==> src/rtl/gray_pkg.sv <==
// Shared definitions for the Gray-code tracker family.
//   GRAY_WIDTH   : default Gray/binary width
//   GRAY_MAX_W   : widest value the decode helper accepts
//   ERR_CNT_W    : width of the illegal-step counter
//   ERR_CNT_MAX  : saturation value of that counter
//   gray_to_bin(): Gray-to-binary decode, usable by RTL and by the encoder bench
package gray_pkg;

    localparam int GRAY_WIDTH = 3;
    localparam int GRAY_MAX_W = 32;
    localparam int ERR_CNT_W  = 8;
    localparam logic [ERR_CNT_W-1:0] ERR_CNT_MAX = 8'd255;

    // Works on a zero-extended operand: leading zero Gray bits decode to
    // leading zero binary bits, so callers slice off the width they need.
    function automatic logic [GRAY_MAX_W-1:0] gray_to_bin(input logic [GRAY_MAX_W-1:0] g);
        logic [GRAY_MAX_W-1:0] b;
        b = '0;
        b[GRAY_MAX_W-1] = g[GRAY_MAX_W-1];
        for (int i = GRAY_MAX_W - 2; i >= 0; i--) begin
            b[i] = b[i+1] ^ g[i];
        end
        return b;
    endfunction

endpackage

==> src/rtl/gray_sync.sv <==
// Multi-flop synchronizer for a Gray-coded bus crossing into clk.
// Ports:
//   clk    : destination clock
//   rst_n  : asynchronous active-low reset, clears every stage
//   raw    : Gray value from the foreign domain
//   synced : value after SYNC_STAGES flops (legal range 2..4)
module gray_sync #(
    parameter int WIDTH       = 3,
    parameter int SYNC_STAGES = 2
) (
    input  logic             clk,
    input  logic             rst_n,
    input  logic [WIDTH-1:0] raw,
    output logic [WIDTH-1:0] synced
);

    logic [WIDTH-1:0] stage [SYNC_STAGES];

    // Pure flop chain: nothing combinational between stages so metastability
    // has a full cycle to resolve at each hop.
    always_ff @(posedge clk or negedge rst_n) begin
        if (!rst_n) begin
            for (int i = 0; i < SYNC_STAGES; i++) begin
                stage[i] <= '0;
            end
        end else begin
            stage[0] <= raw;
            for (int i = 1; i < SYNC_STAGES; i++) begin
                stage[i] <= stage[i-1];
            end
        end
    end

    assign synced = stage[SYNC_STAGES-1];

endmodule

==> src/rtl/gray_decode_tracker.sv <==
// Synchronizes an asynchronous Gray-coded position, decodes it to binary and
// classifies each change as a legal single step (up/down, with wrap) or an
// illegal multi-step jump.
// Ports:
//   clk       : clock, rising edge
//   rst_n     : asynchronous active-low reset
//   gray_in   : Gray-coded input, asynchronous to clk
//   clr_err   : synchronous clear of err_flag / err_cnt
//   bin_out   : registered binary position
//   bin_valid : one-cycle pulse on a legal single step
//   dir       : direction of the last legal step (1 = up)
//   step_err  : one-cycle pulse on an illegal jump
//   err_flag  : sticky error indicator
//   err_cnt   : saturating count of illegal jumps
module gray_decode_tracker
    import gray_pkg::*;
#(
    parameter int WIDTH       = GRAY_WIDTH,
    parameter int SYNC_STAGES = 2
) (
    input  logic                 clk,
    input  logic                 rst_n,
    input  logic [WIDTH-1:0]     gray_in,
    input  logic                 clr_err,
    output logic [WIDTH-1:0]     bin_out,
    output logic                 bin_valid,
    output logic                 dir,
    output logic                 step_err,
    output logic                 err_flag,
    output logic [ERR_CNT_W-1:0] err_cnt
);

    function automatic logic [ERR_CNT_W-1:0] sat_inc(input logic [ERR_CNT_W-1:0] v);
        return (v == ERR_CNT_MAX) ? v : v + 1'b1;
    endfunction

    // ---- stage p0: synchronized Gray value and its combinational decode ----
    logic [WIDTH-1:0]      gray_p0;
    logic [GRAY_MAX_W-1:0] dec_full_p0;
    logic [WIDTH-1:0]      dec_p0;
    logic [WIDTH-1:0]      delta_p0;
    logic                  up_p0;
    logic                  down_p0;
    logic                  illegal_p0;

    gray_sync #(
        .WIDTH       (WIDTH),
        .SYNC_STAGES (SYNC_STAGES)
    ) u_sync (
        .clk    (clk),
        .rst_n  (rst_n),
        .raw    (gray_in),
        .synced (gray_p0)
    );

    assign dec_full_p0 = gray_to_bin(GRAY_MAX_W'(gray_p0));
    assign dec_p0      = dec_full_p0[WIDTH-1:0];

    generate
        if (WIDTH < GRAY_MAX_W) begin : g_dec_hi
            logic unused_dec_hi;
            assign unused_dec_hi = ^dec_full_p0[GRAY_MAX_W-1:WIDTH];
        end
    endgenerate

    // Modular subtraction makes wrap-around (max->0, 0->max) fall out as +1 / -1.
    assign delta_p0   = dec_p0 - bin_out;
    assign up_p0      = (delta_p0 == WIDTH'(1));
    assign down_p0    = (delta_p0 == {WIDTH{1'b1}}) && !up_p0;
    assign illegal_p0 = (delta_p0 != '0) && !up_p0 && !down_p0;

    // ---- stage p1: registered position, pulses and error bookkeeping ----
    always_ff @(posedge clk or negedge rst_n) begin
        if (!rst_n) begin
            bin_out   <= '0;
            bin_valid <= 1'b0;
            dir       <= 1'b0;
            step_err  <= 1'b0;
            err_flag  <= 1'b0;
            err_cnt   <= '0;
        end else begin
            bin_out   <= dec_p0;
            bin_valid <= up_p0 || down_p0;
            step_err  <= illegal_p0;
            if (up_p0) begin
                dir <= 1'b1;
            end else if (down_p0) begin
                dir <= 1'b0;
            end
            // A jump coinciding with a clear wins: the clear wipes history,
            // the new jump is recorded as the first event.
            if (clr_err) begin
                err_flag <= illegal_p0;
                err_cnt  <= illegal_p0 ? ERR_CNT_W'(1) : '0;
            end else if (illegal_p0) begin
                err_flag <= 1'b1;
                err_cnt  <= sat_inc(err_cnt);
            end
        end
    end

endmodule

==> config.mk <==
export PLATFORM = sky130hd
export DESIGN_NAME = gray_decode_tracker
export DESIGN_NICKNAME = d
export VERILOG_FILES = /design/src/rtl/gray_pkg.sv /design/src/rtl/gray_sync.sv /design/src/rtl/gray_decode_tracker.sv
export SDC_FILE = /design/constraint.sdc
export NUM_CORES = 1
export LEC_CHECK = 0
export ABC_AREA = 1
export BUFFER_PORTS_ARGS = -buffer_cell sky130_fd_sc_hd__buf_4
export CORE_ASPECT_RATIO = 0.7
export CORE_MARGIN = 1.5
export CORE_UTILIZATION = 45
export CTS_CLUSTER_DIAMETER = 80
export CTS_CLUSTER_SIZE = 24
export DETAILED_ROUTE_END_ITERATION = 10
export GPL_TIMING_DRIVEN = 1
export PLACE_DENSITY = 0.76
export SLEW_MARGIN = 20
export SYNTH_ARGS = -nofsm -noshare
export SYNTH_HDL_FRONTEND = slang
export SYNTH_SLANG_ARGS = --single-unit
export TNS_END_PERCENT = 100
==> constraint.sdc <==
create_clock -name clk -period 4.54 [get_ports clk]
set_input_delay 1.135 -clock clk [delete_from_list [all_inputs] [get_ports clk]]
set_output_delay 1.135 -clock clk [all_outputs]
set_load 0.01 [all_outputs]
# Word-level counts from Yosys, hierarchy flattened
# Cells that the tools add are included.
[word_totals]
reg_bits = 21
latchBits = 0
mem_bits_rw = 0
rom_bits = 0
input_bits = 6
output_inout_bits = 15
elab_cells = 34
memories = 0
[op_classes]
n_addsub = 2
n_mul = 0
div_mod_pow = 0
order_cmp = 0
n_eq_ne = 4
n_shift = 0
n_mux = 8
n_bitwise = 2
reduce_logical = 10
[op_table]
columns = ["cell", "count"]
rows = [
  ["2-to-1 mux 8 bit", 3],
  ["adder 8 x 1 -> 8 bit (second input constant)", 1],
  ["== test 8 bit (second input constant)", 1],
  ["2-to-1 mux 1 bit", 5],
  ["nonzero test 2 bit", 2],
  ["== test 3 x 1 -> 1 bit (second input constant)", 1],
  ["== test 3 bit (second input constant)", 1],
  ["logical AND 1 bit", 3],
  ["nonzero test 3 bit", 1],
  ["subtractor 3 bit", 1],
  ["logical NOT 1 bit", 2],
  ["!= test 2 bit (second input constant)", 1],
  ["AND reduction 2 bit", 1],
  ["bitwise XOR 1 bit", 2],
  ["logical OR 1 bit", 1],
]

# Longest topological paths before layout
[logic_depth]
word_depth = 10
ltp_mapped = 15
depth_no_buf = 15

# Modules after synthesis
# A second synthesis with hierarchy kept.
[unflattened]
hier_cells = 117
area_unflattened_um2 = 1027.2
[by_module_without_submodules]
columns = ["module", "instances", "cells_per_inst", "area_each_um2", "seq_area_each_um2"]
rows = [
  ["gray_decode_tracker", 1, 108, 854.6, 375.4],
  ["gray_sync", 1, 9, 172.7, 150.1],
]

# Worst setup path after synthesis
# Ideal clock, no wire load.
[synth_path]
kind = "register -> register"
startpoint = "reg u_sync.stage (netlist bit u_sync.synced[2])"
endpoint = "reg err_cnt[4]"
setup_ps = 65
arrival_time_ps = 2329
t_required_ps = 4475
slack_ps = 2146
path_stages_with_launch = 14
n_path_buf = 0
period_less_slack_ps = 2394
cell_sequence = "dfrtp_1 > or2_2 > nand2_1 > xnor2_1 > inv_1 > ha_1 > fa_1 > nor2_1 > nand3_2 > nand2_2 > nand2_4 > nand2_4 > nand2_1 > nand2_1"
[synth_via]
elab_chain_cells = 10
elab_cells_between_ends = 13
[synth_lines]
columns = ["item", "line_no", "source"]
rows = [
  ["from (decl)", "gray_sync.sv:17", "logic [WIDTH-1:0] stage [SYNC_STAGES];"],
  ["from (signal, indexed assignment)", "gray_sync.sv:29", "stage[i] <= stage[i-1];"],
  ["bitwise XOR 1 bit (*) (2 in a row)", "gray_pkg.sv:21", "b[i] = b[i+1] ^ g[i];"],
  ["via dec_full_p0[0]", "gray_decode_tracker.sv:39", "logic [GRAY_MAX_W-1:0] dec_full_p0;"],
  ["subtractor 3 bit (*)", "gray_decode_tracker.sv:67", "assign delta_p0 = dec_p0 - bin_out;"],
  ["== test 3 x 1 -> 1 bit", "gray_decode_tracker.sv:68", "assign up_p0 = (delta_p0 == WIDTH'(1));"],
  ["logical NOT 1 bit", "gray_decode_tracker.sv:69, gray_decode_tracker.sv:70", ""],
  ["logical AND 1 bit", "gray_decode_tracker.sv:69", "assign down_p0 = (delta_p0 == {WIDTH{1'b1}}) && !up_p0;"],
  ["logical NOT 1 bit", "gray_decode_tracker.sv:70", "assign illegal_p0 = (delta_p0 != '0) && !up_p0 && !down_p0;"],
  ["logical AND 1 bit (*)", "gray_decode_tracker.sv:70", ""],
  ["nonzero test 2 bit (no source line) (*)", "-", ""],
  ["AND reduction 2 bit (no source line) (*)", "-", ""],
  ["to (signal assigned)", "gray_decode_tracker.sv:94", "err_cnt <= illegal_p0 ? ERR_CNT_W'(1) : '0;"],
  ["to (signal assigned)", "gray_decode_tracker.sv:97", "err_cnt <= sat_inc(err_cnt);"],
  ["to (decl)", "gray_decode_tracker.sv:30", "output logic [ERR_CNT_W-1:0] err_cnt"],
]
# Mark *: on every way through the listed nets, which the timed path passes. The rest lies on a longest branch.
# A chain may end at the register's enable or synchronous reset.

# Worst setup path after layout
[layout_path]
startpoint = "reg u_sync.stage (netlist bit u_sync.synced[2])"
endpoint = "reg err_cnt[3]"
# Same word-level chain as after synthesis.

==> flow_metrics.py <==
metrics = {
    "yosys": {
        "ys_types": 21,
        "yosys_warnings": 0,
        "ys_seq_area_share_pct": 50.5,
        "yosysTopAreaCell": "dfrtp_1",
        "synthTopCellsByCount": "nand2_1 (32), dfrtp_1 (21), inv_1 (13)",
        "synth_area_um2": 1040,
        "synthTopCellsByArea": "dfrtp_1 (50%), nand2_1 (12%), nand3_1 (4.8%)",
        "post-synth-top-count-cell": "nand2_1",
        "ys.flop_type": "dfrtp_1",
        "yosysTopAreaCellShare_pct": 50.5,
        "ys_ff_latch": 21,
        "syn_inst": 112,
        "synth_edf_count": 0,
        "syn_avg_cell_area_um2": 9.29,
        "async_flop_share_pct": 100,
        "syn_nets": 121,
    },
    "clock_tree": {
        "cts_tree": "yes",
        "numCtsBuffers": 3,
        "htreeDepth": 1,
        "path_clk_slew_ns": 0.12,
        "clk_path_buf_depth": 2,
        "insertion_delay_ns": 0.31,
        "clock-sinks": 21,
        "root_buffer": "clkbuf_4",
        "post_cts_buffers": 0,
        "cts-hold-fix-buffers": 0,
        "ctsResizeCount": 0,
    },
    "layout": {
        "diodes": 0,
        "num-fill-cells": 197,
        "regArea_um2": 526,
        "nNetsFinal": 146,
        "layout-drive-gt1-share_pct": 30.9,
        "multiInputGateArea_um2": 463,
        "areaGrowthSynthToFinish_pct": 21.2,
    },
    "detailed_routing": {
        "initialDrtViolationCount": 55,
        "avgRoutedWirePerCell_um": 11.8,
        "viasPerCell": 4.86,
        "ant_nets": 0,
        "dr.pass1.iters": 4,
        "drc_errors": 0,
        "vias": 816,
        "routed_wl_um": 1990,
    },
    "sta": {
        "layout_setup_ws_ns": 1.91,
        "fin_crit_sh_pct": 58.0,
        "rsz0062_at_grt": "false",
        "fin_crit_ns": 2.63,
        "slew_viol_final": 0,
        "fin_setup_tns_ns": 0,
        "max_slew_margin_pct": 77.5,
        "finalHoldViolCount": 0,
        "setup_violations": 0,
        "worst_slew_pin_slew_ns": 0.338,
        "max_freq_mhz": 380,
        "fin_skew_ns": 0.00572,
    },
    "placement": {
        "dp_hpwl_um": 1440,
        "pre_cts_ws_ns": 1.93,
        "routabilityCongestion": 0.806,
        "port-buffer-count": 20,
    },
    "global_route": {
        "grt_max_degree": 22,
        "grt_first_pass_wirelength_um": 3240,
        "grt_use_met2_pct": 26.3,
        "grt_overflow": 0,
        "grt_antenna_before_repair": 0,
        "top_usage_layer": "met2",
        "met3_usage_pct": 5.49,
        "grt_pass1_vias": 728,
        "gr-usage-all-layers_pct": 17.4,
        "gr-usage-met1_pct": 24.5,
    },
    "setup_path": {
        "required_ns": 4.80,
        "cp_top_family": "simple AND/OR/NAND/NOR gates",
        "cpMostUsedCell": "nand2_1",
        "critPathBufInv": 1,
        "path_class": "reg -> reg",
        "cp_slowest_cell": "fa_1",
        "start_kind": "flop",
        "cp_max_fo": 6,
        "worstSetupEndpointType": "flop",
        "cp.arrival_ns": 2.89,
        "worst_path_largest_cell_delay_ns": 0.53,
        "worstPathCellList": "or2_2 -> nand2_1 -> xnor2_1 -> inv_1 -> ha_1 -> fa_1 -> nor2_1 -> nand3_2 -> nand2_2 -> nand2_4 -> nand2_4 -> nand2_1 -> nand2_1",
    },
    "power_and_ir_drop": {
        "power.leakage_uw": 0.000668,
        "powerDensity_nw_per_um2": 398,
        "ir_worst_vdd_v": 0.000245,
    },
    "floorplan": {
        "initial_core_util_pct": 47.9,
        "die_w_um": 60.5,
        "ios": 21,
        "dieArea_um2": 2620,
        "row_count": 14,
        "coreArea_um2": 2170,
        "die_h_um": 43.2,
    },
    "run_status": {
        "status": "finished, final reports clean",
    },
    "hold_path": {
        "hp-class": "reg -> reg",
    },
    "flow_run": {
        "drv_cap": 0,
    },
}
[layout make-up]
type / count / area share, %
Clock buffer: 3 / 1.79
Clock inverter: 1 / 0.595
Inverter: 14 / 4.17
Multi-Input combinational cell: 77 / 36.7
Sequential cell: 21 / 41.7
Tap cell: 32 / 3.17
Timing Repair Buffer: 20 / 11.9
[metrics by stage]
step	cell area, um2	util [%]	power, uW	hold slack, ns	instances
floorplan	1040	-	341	0.331	112
global placement	1230	56.7	406	0.333	164
detailed placement	1230	56.7	409	0.338	164
CTS	1260	58.1	504	0.367	168
global route	1260	58.1	530	0.371	168
finish	1260	58.1	502	0.365	168
[kinds of logic (layout without fill, tap and decap cells)]
family	count (synthesis)	count (layout)	synth area share (%)
compound gates	2	2	1.20
xor+xnor	2	2	1.68
fa+ha+maj	3	3	4.33
buf+inv	14	38	5.05
flops	21	21	50.5
simple gates	70	70	37.3
[state kept, by name (all words and copies together), names as in the netlist]
name           cells
step_err           1
bin_out            3
err_cnt            8
bin_valid          1
dir                1
err_flag           1
u_sync.stage       3
u_sync.synced      3
[placed cells by master, fill, tap and decap left out, types with 3 or more instances in the layout]
master	n
nand3_2	4
nand3_1	10
nand2_2	5
nor2_1	7
dfrtp_1	21
nand2_1	32
buf_4	20
clkbuf_4	3
nand2_4	4
inv_1	13
[where the power goes]
part / internal, uW / switching (uW)
Combinational: 75.8 / 87.1
Sequential: 217 / 25.6
Clock: 33.6 / 63.1
Total: 326 / 176
[path summary, 6_finish.rpt]
kind	from	to	slack, ns	cells after the start
setup / recovery	u_sync.synced[2]	err_cnt[3]	1.91	13
hold / removal	u_sync.stage[4]	u_sync.synced[1]	0.36	0
hold reg to reg	u_sync.stage[4]	u_sync.synced[1]	0.36	0
max in group asynchronous	rst_n	step_err	3.66	1
setup reg to reg	u_sync.synced[2]	err_cnt[3]	1.91	13
min in group asynchronous	rst_n	bin_out[2]	0.67	1
[per-layer routing]
metal / vias up / part of all wire [%]
li1: 397 / -
met1: 382 / 46
met2: 33 / 47
met3: 4 / 5.6
met4: 0 / 1.1
met5: - / 0
[worst reg2reg max path, delay by kind of cell, from the launching register on]
| family | cells | cell delay, ns |
|---|---|---|
| buf+inv | 1 | 0.07 |
| simple gates | 9 | 1.17 |
| flops | 1 | 0.43 |
| fa+ha+maj | 2 | 0.73 |
| xor+xnor | 1 | 0.16 |
No activity file was read; power rests on OpenSTA's default activity.
